**config.mk**
```make
export PLATFORM = sky130hd
export DESIGN_NAME = md_io_regs
export DESIGN_NICKNAME = d
export VERILOG_FILES = /design/src/rtl/md_io_regs.sv
export SDC_FILE = /design/constraint.sdc
export NUM_CORES = 1
export LEC_CHECK = 0
export CAP_MARGIN = 20
export CORE_ASPECT_RATIO = 0.8
export CORE_MARGIN = 1
export CORE_UTILIZATION = 40
export CTS_CLUSTER_SIZE = 8
export DETAILED_ROUTE_END_ITERATION = 10
export DONT_BUFFER_PORTS = 1
export PLACE_DENSITY = 0.55
export SLEW_MARGIN = 20
export SYNTH_ARGS = -nofsm -noshare
export SYNTH_HDL_FRONTEND = slang
export SYNTH_SLANG_ARGS = --single-unit
```
**constraint.sdc**
```tcl
create_clock -name clk -period 2.1 [get_ports clk]
set_input_delay 0.21 -clock clk [delete_from_list [all_inputs] [get_ports clk]]
set_output_delay 0.21 -clock clk [all_outputs]
set_load 0.005 [all_outputs]
```
**src/rtl/md_io_regs.sv**
```systemverilog
// I/O port register block: version, 3 x (data, ctrl, serial) registers, TH interrupt.
// Latency: writes commit and read data loads in the access cycle; cpu_dtack follows one cycle later.
// Backpressure: one access per cpu_sel strobe; cpu_dtack holds while cpu_sel stays high.
module md_io_regs #(
  parameter logic [3:0] HW_VER = 4'h0,
  parameter bit         NO_EXP = 1'b1
) (
  input  logic       clk,
  input  logic       reset_n,
  input  logic       overseas,
  input  logic       pal,
  input  logic       cpu_sel,
  input  logic       cpu_we,
  input  logic [3:0] cpu_addr,
  input  logic [7:0] cpu_din,
  output logic [7:0] cpu_dout,
  output logic       cpu_dtack,
  output logic [6:0] p1_out,
  output logic [6:0] p2_out,
  output logic [6:0] p3_out,
  output logic [6:0] p1_dir,
  output logic [6:0] p2_dir,
  output logic [6:0] p3_dir,
  input  logic [6:0] p1_in,
  input  logic [6:0] p2_in,
  input  logic [6:0] p3_in,
  output logic       ext_int,
  input  logic       int_ack
);

  // Register kinds selected by cpu_addr
  typedef enum logic [2:0] {
    R_VER   = 3'd0,
    R_DATA  = 3'd1,
    R_CTRL  = 3'd2,
    R_TXD   = 3'd3,
    R_RXD   = 3'd4,
    R_SCTRL = 3'd5
  } reg_kind_e;

  // Per-port state, index 0..2 = port 1..3
  logic [2:0][7:0] data_q,  data_d;
  logic [2:0][7:0] ctrl_q,  ctrl_d;
  logic [2:0][7:0] txd_q,   txd_d;
  logic [2:0][7:0] sctrl_q, sctrl_d;
  logic [2:0]      th_q,    th_d;

  logic            dtack_q,   dtack_d;
  logic [7:0]      dout_q,    dout_d;
  logic            ext_int_q, ext_int_d;

  logic [2:0][6:0] pin;
  reg_kind_e       kind;
  logic [1:0]      idx;
  logic            access;
  logic [7:0]      rd_dat;
  logic [2:0]      th_event;

  assign pin = {p3_in, p2_in, p1_in};

  // Access cycle: first clock with the strobe up and no acknowledge yet outstanding
  assign access = cpu_sel & ~dtack_q;

  // Address decode into register kind and port index
  always_comb begin
    kind = R_VER;
    idx  = 2'd0;
    case (cpu_addr)
      4'h0: begin kind = R_VER;   idx = 2'd0; end
      4'h1: begin kind = R_DATA;  idx = 2'd0; end
      4'h2: begin kind = R_DATA;  idx = 2'd1; end
      4'h3: begin kind = R_DATA;  idx = 2'd2; end
      4'h4: begin kind = R_CTRL;  idx = 2'd0; end
      4'h5: begin kind = R_CTRL;  idx = 2'd1; end
      4'h6: begin kind = R_CTRL;  idx = 2'd2; end
      4'h7: begin kind = R_TXD;   idx = 2'd0; end
      4'h8: begin kind = R_RXD;   idx = 2'd0; end
      4'h9: begin kind = R_SCTRL; idx = 2'd0; end
      4'hA: begin kind = R_TXD;   idx = 2'd1; end
      4'hB: begin kind = R_RXD;   idx = 2'd1; end
      4'hC: begin kind = R_SCTRL; idx = 2'd1; end
      4'hD: begin kind = R_TXD;   idx = 2'd2; end
      4'hE: begin kind = R_RXD;   idx = 2'd2; end
      4'hF: begin kind = R_SCTRL; idx = 2'd2; end
      default: begin kind = R_VER; idx = 2'd0; end
    endcase
  end

  // Read mux; data bits configured as inputs return the live pin level
  always_comb begin
    rd_dat = 8'h00;
    case (kind)
      R_VER:   rd_dat = {overseas, pal, NO_EXP, 1'b0, HW_VER};
      R_DATA:  rd_dat = {data_q[idx][7],
                         (data_q[idx][6:0] & ctrl_q[idx][6:0]) |
                         (pin[idx] & ~ctrl_q[idx][6:0])};
      R_CTRL:  rd_dat = ctrl_q[idx];
      R_TXD:   rd_dat = txd_q[idx];
      R_RXD:   rd_dat = 8'h00;
      R_SCTRL: rd_dat = {sctrl_q[idx][7:3], 3'b000};
      default: rd_dat = 8'h00;
    endcase
  end

  // Handshake and read-data next state
  always_comb begin
    dtack_d = cpu_sel;
    dout_d  = dout_q;
    if (access && !cpu_we) begin
      dout_d = rd_dat;
    end
  end

  // Register write decode; version and RXD writes fall through untouched
  always_comb begin
    data_d  = data_q;
    ctrl_d  = ctrl_q;
    txd_d   = txd_q;
    sctrl_d = sctrl_q;
    if (access && cpu_we) begin
      case (kind)
        R_DATA:  data_d[idx]  = cpu_din;
        R_CTRL:  ctrl_d[idx]  = cpu_din;
        R_TXD:   txd_d[idx]   = cpu_din;
        R_SCTRL: sctrl_d[idx] = {cpu_din[7:3], 3'b000};
        default: ;
      endcase
    end
  end

  // TH falling-edge detect; uses the pre-write CTRL so a same-cycle enable does not fire
  always_comb begin
    th_d     = '0;
    th_event = '0;
    for (int k = 0; k < 3; k++) begin
      th_d[k]     = pin[k][6];
      th_event[k] = th_q[k] & ~pin[k][6] & ~ctrl_q[k][6] & ctrl_q[k][7];
    end
  end

  // Interrupt is sticky: a new event outranks a same-cycle acknowledge
  always_comb begin
    ext_int_d = (|th_event) | (ext_int_q & ~int_ack);
  end

  // Bus handshake and read data registers
  always_ff @(posedge clk or negedge reset_n) begin
    if (!reset_n) begin
      dtack_q <= 1'b0;
      dout_q  <= 8'h00;
    end else begin
      dtack_q <= dtack_d;
      dout_q  <= dout_d;
    end
  end

  // Per-port configuration and data registers
  always_ff @(posedge clk or negedge reset_n) begin
    if (!reset_n) begin
      data_q  <= '0;
      ctrl_q  <= '0;
      txd_q   <= {3{8'hFF}};
      sctrl_q <= '0;
    end else begin
      data_q  <= data_d;
      ctrl_q  <= ctrl_d;
      txd_q   <= txd_d;
      sctrl_q <= sctrl_d;
    end
  end

  // TH history and interrupt request
  always_ff @(posedge clk or negedge reset_n) begin
    if (!reset_n) begin
      th_q      <= 3'b111;
      ext_int_q <= 1'b0;
    end else begin
      th_q      <= th_d;
      ext_int_q <= ext_int_d;
    end
  end

  assign cpu_dout  = dout_q;
  assign cpu_dtack = dtack_q;
  assign ext_int   = ext_int_q;

  assign p1_out = data_q[0][6:0];
  assign p2_out = data_q[1][6:0];
  assign p3_out = data_q[2][6:0];
  assign p1_dir = ctrl_q[0][6:0];
  assign p2_dir = ctrl_q[1][6:0];
  assign p3_dir = ctrl_q[2][6:0];

endmodule

```
==> impl_results.md, run 1 <==
- Status: finished with violations
- Failing checks: hold timing
- Cell accounting for the most synthesized area: dfrtp_1
- Placed Instances: 654
- Layout cell share with drive strength beyond 1: 46.9%
- Min Tclk post-route: 2.05 ns
- Final hold violations: 100
- Die Wd: 135 µm
- Vias in the first global route: a little over 4000
- Ports placed on the boundary: 92
- Setup violations, final: 0
- Die height: roughly 110 µm
- Critical path class: reg -> reg
- Achievable frequency: 489 MHz
- Vias: 3948
- CTS Buf Count: 9
- FILL cells: 1222
- CTS tree: built
- Sequential share of power: 46.7%
- CP startpoint kind: flop
- Post-Syn Area: 0.00563 mm²
- Leak: 2.95 nW
- Required @ worst endpoint: 2.33 ns
- DRT iter0 DRCs: 234
- Core area: about 0.014 mm²
- Mapped Nets: 522
- Worst-path clk slew: 0.07 ns
- Clock Path Buffers: 2
- Clock power frac: 35.1%
- Clock skew: 0.00941 ns
- Combinational Power Share: approximately 18%
- H-tree depth: 3
- Die area: ~0.015 mm²
- RSZ-0062 raised after global routing: false
- Synth warnings: 0
- Reg2reg start: cpu_dtack
- Largest net degree at the start of global routing: 101
- CP cell instances: nand3b_1 > buf_6 > nand3b_1 > nor2_2 > buf_4 > mux2_2
- Core Rows: 38
- Clk sinks: 100
- Crit-path max cell delay: 0.39 ns
- Final period util: 97.4%
- Mapped Cells: 474
- First-pass GRT wire length: 24300 µm
- Seq/Total Area, Yosys: between 40% and 50%
- Gr ovfl total: 0
- Initial antenna violation count: 1
- CTS root buffer: clkbuf_16
- Routability Congestion: slightly below 0.9
- Routed wire per std cell: 23.0 µm
- DR pass1 iterations: 5
- Slew headroom: between 60% and 70%
- Internal Pwr Total: 0.00399 W
- Power per cell area: 824 mW/mm²
- Layout Utilization: 48.1%
- Peak VDD IR: 0.000651 V
- Tot GR Track Use: 23.0%
- CP max stage cell: dfrtp_1
- Final HPWL DP: 10800 µm
- P_sw: around 0.0014 W
- Post-route DRC: 0
- Async set or reset register ratio after synthesis: between 90% and 100%
- Max cap viols: 0
- Net Sw Frac: 26.4%
- Area contributors post-synth: dfrtp_1, mux2_2, dfstp_2, mux2i_1, buf_4
- Worst Max-Slew Pin Slew: 0.490 ns
- Final wirelength: 15800 µm
- Reg2reg end: p2_out[2]
- FF+latch count, synth: 100
- CP Max Fanout: 6
- EDFF count, synth: 0
- Initial Util: 41.2%
- Cell mode on critical path: nand3b_1
- Post-synth top flop: dfrtp_1
- Share of the synthesized area in the top cell type: 32.5%
- Routed Antenna Nets: 0
- Non-Filler Instances: a little under 700
- NumNets Final: 551
- Flop-to-flop setup slack: about 0.054 ns
- Area overhead of the layout relative to synthesis: 16.8%
- Most common cell after layout, fill and taps aside: mux2_2
- Worst min-delay path class: in -> async
- Register-to-Register Path Depth: 6
- Slew Viols, Final: 0
- Vias/cell: ~5.7
- Worst hold slack: -0.451 ns
- Critical path arrival: 2.28 ns
- Commonest non-fill, non-tap cells in the layout: mux2_2, dfrtp_1, buf_4, mux2i_1, dfstp_2
- Worst skew pair latency: 0.35 ns
- ANT cells: 0
- Port Buffers: 0
- Mean Syn Cell Area: 11.9 µm²
- Post-synthesis cell type count: 55
- Critical Path End Type: flop
worst max path at each step:
stage	start	to	slack (ns)	cells past startpoint
2_1_floorplan	cpu_addr[0]	cpu_dout[5]	-0.30	10
3_3_place_gp	cpu_addr[0]	p2_out[1]	-0.26	8
3_5_place_dp	cpu_addr[0]	p1_out[1]	-0.23	8
4_1_cts	cpu_dtack	p2_out[2]	0.04	6
5_1_grt	cpu_addr[0]	cpu_dout[6]	0.004	8
6_report	cpu_dtack	p2_out[2]	0.05	6
Yosys cell counts, types with 2 or more instances:
master     instances
a32o_1             2
o211ai_1           4
a21oi_1            5
o2bb2ai_1          4
a222oi_1           2
o211a_1            2
mux2i_1           32
buf_4             42
a31oi_1            4
or2_2              4
nor3_2             3
dfrtp_1           73
nand3b_1           2
a22o_1             2
dfstp_2           27
buf_2              8
inv_1             10
a2111oi_0          2
clkbuf_1          15
and2_1             4
a211oi_1           5
nor2b_1            3
or3_1              3
nor4bb_1           3
nand3_1           12
a21boi_0           2
nand2b_1           5
or3b_2             2
nor3_1             6
mux4_2             4
o21ai_0            4
a211o_1            5
ha_1               8
nor3b_1            4
nand2_1           18
nor2_1            15
a32oi_1            2
a22oi_1           10
mux2_2           100
flip-flops by register name (all words and copies together), names as in the netlist:
signal     count
cpu_dout       8
cpu_dtack      1
ctrl_q         3
data_q         3
ext_int        1
p1_dir         7
p1_out         7
p2_dir         7
p2_out         7
p3_dir         7
p3_out         7
sctrl_q       15
th_q           3
txd_q         24
kinds of logic after synthesis:
| logic type | after synthesis | synth area share, % |
|---|---|---|
| adder cells (fa/ha/maj) | 8 | 1.78 |
| buffers and inverters | 77 | 8.27 |
| AO/OA/AOI/OAI | 65 | 8.92 |
| multiplexers | 136 | 27.3 |
| AND/OR/NAND/NOR | 88 | 8.63 |
| flip-flops | 100 | 45.1 |
critical path: cells and delay by family, from the launching register on:
family	cells	cell delay (ns)
buf+inv	2	0.38
flops	1	0.39
mux	1	0.35
simple gates	3	0.79
per-stage QoR:
stage          setup WS [ns]  hold WS [ns]  total power, W  TNS [ns]  area (µm²)
3_5_place_dp          -0.230       -0.0840         0.00349    -12.03        6040
6_report              0.0538        -0.451         0.00541         0        6570
5_1_grt              0.00425        -0.469         0.00566         0        6570
3_3_place_gp          -0.264       -0.0835         0.00346    -11.40        6040
4_1_cts               0.0354        -0.469         0.00545         0        6530
2_1_floorplan         -0.299       -0.0856         0.00331     -6.58        5720
power by group through the flow:
stage | sequential, W | clock (W) | combinational (W)
2_1_floorplan | 0.00244 | 0 | 0.000869
3_3_place_gp | 0.00254 | 0 | 0.000913
3_5_place_dp | 0.00256 | 0 | 0.000929
4_1_cts | 0.00252 | 0.00195 | 0.000978
5_1_grt | 0.00257 | 0.00202 | 0.00107
6_report | 0.00253 | 0.00190 | 0.000988
routing by layer:
metal / track usage (%) / vias to the layer above / routed length, µm / share of wire (%)
met5: 0 / - / 0 / 0
met4: 6.66 / 0 / 242 / 1.5
met3: 5.67 / 20 / 1180 / 7.4
met2: 34.9 / 147 / 7150 / 45
met1: 32.3 / 2029 / 7250 / 46
li1: - / 1752 / - / -
layout make-up:
| type | count | area [µm²] | area share, % |
|---|---|---|---|
| flip-flops and latches | 100 | 2540 | 38.6 |
| repair buffers | 85 | 734 | 11.2 |
| multi-input cells | 297 | 2680 | 40.8 |
| well taps | 180 | 225 | 3.43 |
| clock inverters | 7 | 114 | 1.73 |
| clock buffers | 9 | 225 | 3.43 |
| inverters | 10 | 57.6 | 0.876 |
what timing repair did:
item                                    in CTS  in global routing
hold buffers                                15                  2
gates resized for setup                      0                  3
endpoints found under the setup margin       0                 11
hold endpoints to repair                   139                102
setup buffers                                0                  1
Note: power is estimated with default switching activity, not from simulation.
==> inputs of run 2 (changes only) <==
--- a/config.mk
+++ b/config.mk
@@ -6,7 +6,6 @@
 export NUM_CORES = 1
 export LEC_CHECK = 0
 export CAP_MARGIN = 20
-export CORE_ASPECT_RATIO = 0.8
 export CORE_MARGIN = 1
 export CORE_UTILIZATION = 40
 export CTS_CLUSTER_SIZE = 8
==> run 2 against run 1 <==
The run still ends with hold timing left. Via count is 1.7% lower. Critical path depth unchanged. Setup slack improved by 0.018 ns. Cell area decreased by 0.21%. Die area barely moved. Final cell count is 0.58% higher. Combinational power is 2% lower.
==> impl_results.md, run 2 (synthesized netlist as in run 1, its figures left out) <==
- Vias: 3882
- NumNets Final: 559
- CTS root buffer: clkbuf_16
- Critical path arrival: 2.33 ns
- Clock Path Buffers: 2
- Flop-to-flop setup slack: 0.07 ns
- Vias/cell: 5.61
- Final wirelength: 15100 µm
- Critical Path End Type: flop
- Die area: 0.0145 mm²
- Slew headroom: ~66%
- Worst Max-Slew Pin Slew: 0.509 ns
- Routability Congestion: between 0.8 and 0.9
- Final hold violations: 100
- Slew Viols, Final: 0
- CTS Buf Count: 9
- DRT iter0 DRCs: 180
- CP startpoint kind: flop
- Ports placed on the boundary: 92
- Clk sinks: 100
- Clock skew: 0.00931 ns
- RSZ-0062 raised after global routing: false
- Leak: between 2 and 3 nW
- Setup violations, final: 0
- Core Rows: 42
- Vias in the first global route: 4051
- Routed Antenna Nets: 0
- Critical path class: reg -> reg
- Min Tclk post-route: 2.03 ns
- H-tree depth: 3
- ANT cells: 0
- Port Buffers: 0
- Tot GR Track Use: 21.9%
- Worst skew pair latency: around 0.36 ns
- Core area: around 0.013 mm²
- Initial Util: 41.8%
- Gr ovfl total: 0
- Status: finished with violations
- Biggest register: txd_q
- Area overhead of the layout relative to synthesis: 16.5%
- Achievable frequency: 493 MHz
- Final HPWL DP: 10800 µm
- Largest net degree at the start of global routing: 101
- First-pass GRT wire length: 23300 µm
- Die height: 121 µm
- Worst hold slack: -0.456 ns
- CP Max Fanout: 9
- Placed Instances: around 660
- Power per cell area: between 700 and 800 mW/mm²
- Routed wire per std cell: 21.8 µm
- DR pass1 iterations: 5
- Peak VDD IR: 0.000506 V
- Layout cell share with drive strength beyond 1: a little under half
- Most common cell after layout, fill and taps aside: mux2_2
- Required @ worst endpoint: 2.40 ns
- Failing checks: hold timing
- Final period util: a little over nine tenths
- Die Wd: 121 µm
- Number of flip-flops in the largest register: 24
- CTS tree: built
- Worst min-delay path class: in -> async
- Initial antenna violation count: 0
- Max cap viols: 0
- Worst-path clk slew: 0.07 ns
- Non-Filler Instances: roughly 690
- Post-route DRC: 0
- Commonest non-fill, non-tap cells in the layout: mux2_2, dfrtp_1, buf_4, mux2i_1, dfstp_2
- Layout Utilization: 48.7%
run 2: through the flow:
stage | setup WS (ns) | TNS, ns | power (W) | area [µm²]
finish | 0.0717 | 0 | 0.00506 | 6560
global route | 0.00485 | 0 | 0.00532 | 6560
CTS | 0.0316 | 0 | 0.00511 | 6500
detailed placement | -0.302 | -13.28 | 0.00346 | 6070
global placement | -0.252 | -13.22 | 0.00344 | 6070
floorplan | -0.299 | -6.58 | 0.00331 | 5720
run 2: final cells by class:
type	count	area [µm²]
repair buffers	93	785
inverters	10	57.6
multi-input cells	297	2680
clock buffers	9	225
flip-flops and latches	100	2540
well taps	176	220
clock inverters	7	51.3
fillers	1268	6900
run 2: worst paths after layout:
path / startpoint / endpoint / cells after the start
worst min-delay path: reset_n / ctrl_q[15] / 0
max in group asynchronous: reset_n / txd_q[0] / 0
worst min register to register: sctrl_q[6] / sctrl_q[6] / 1
min in group clk: cpu_din[4] / p1_dir[4] / 1
worst max-delay path: cpu_dtack / cpu_dout[0] / 6
worst max register to register: cpu_dtack / cpu_dout[0] / 6
run 2: critical path, cell delays in order (launching register included):
cell      delay (ns)
dfrtp_1         0.40
or3b_2          0.63
a21o_1          0.22
o31a_1          0.16
nand2b_1        0.23
a31oi_1         0.20
a211o_1         0.12
run 2: layer usage:
| metal | GRT usage, % | routed length [µm] | vias to the layer above |
|---|---|---|---|
| met5 | 0 | 0 | - |
| met4 | 7.10 | 269 | 0 |
| met3 | 6.75 | 1090 | 16 |
| met2 | 33.7 | 6940 | 108 |
| met1 | 29.2 | 6760 | 1986 |
| li1 | - | - | 1772 |
run 2: power by group:
part / switching, W / internal (W) / total (W)
registers: 0.000239 / 0.00227 / 0.00251
logic: 0.000417 / 0.000552 / 0.000969
clock network: 0.000768 / 0.000812 / 0.00158
run 2: timing repair:
action	CTS	global route
setup endpoints to repair	1	14
hold buffers	15	3
resized for setup	1	3
setup buffers	0	2
endpoints found under the hold margin	182	103
pin swaps	0	0
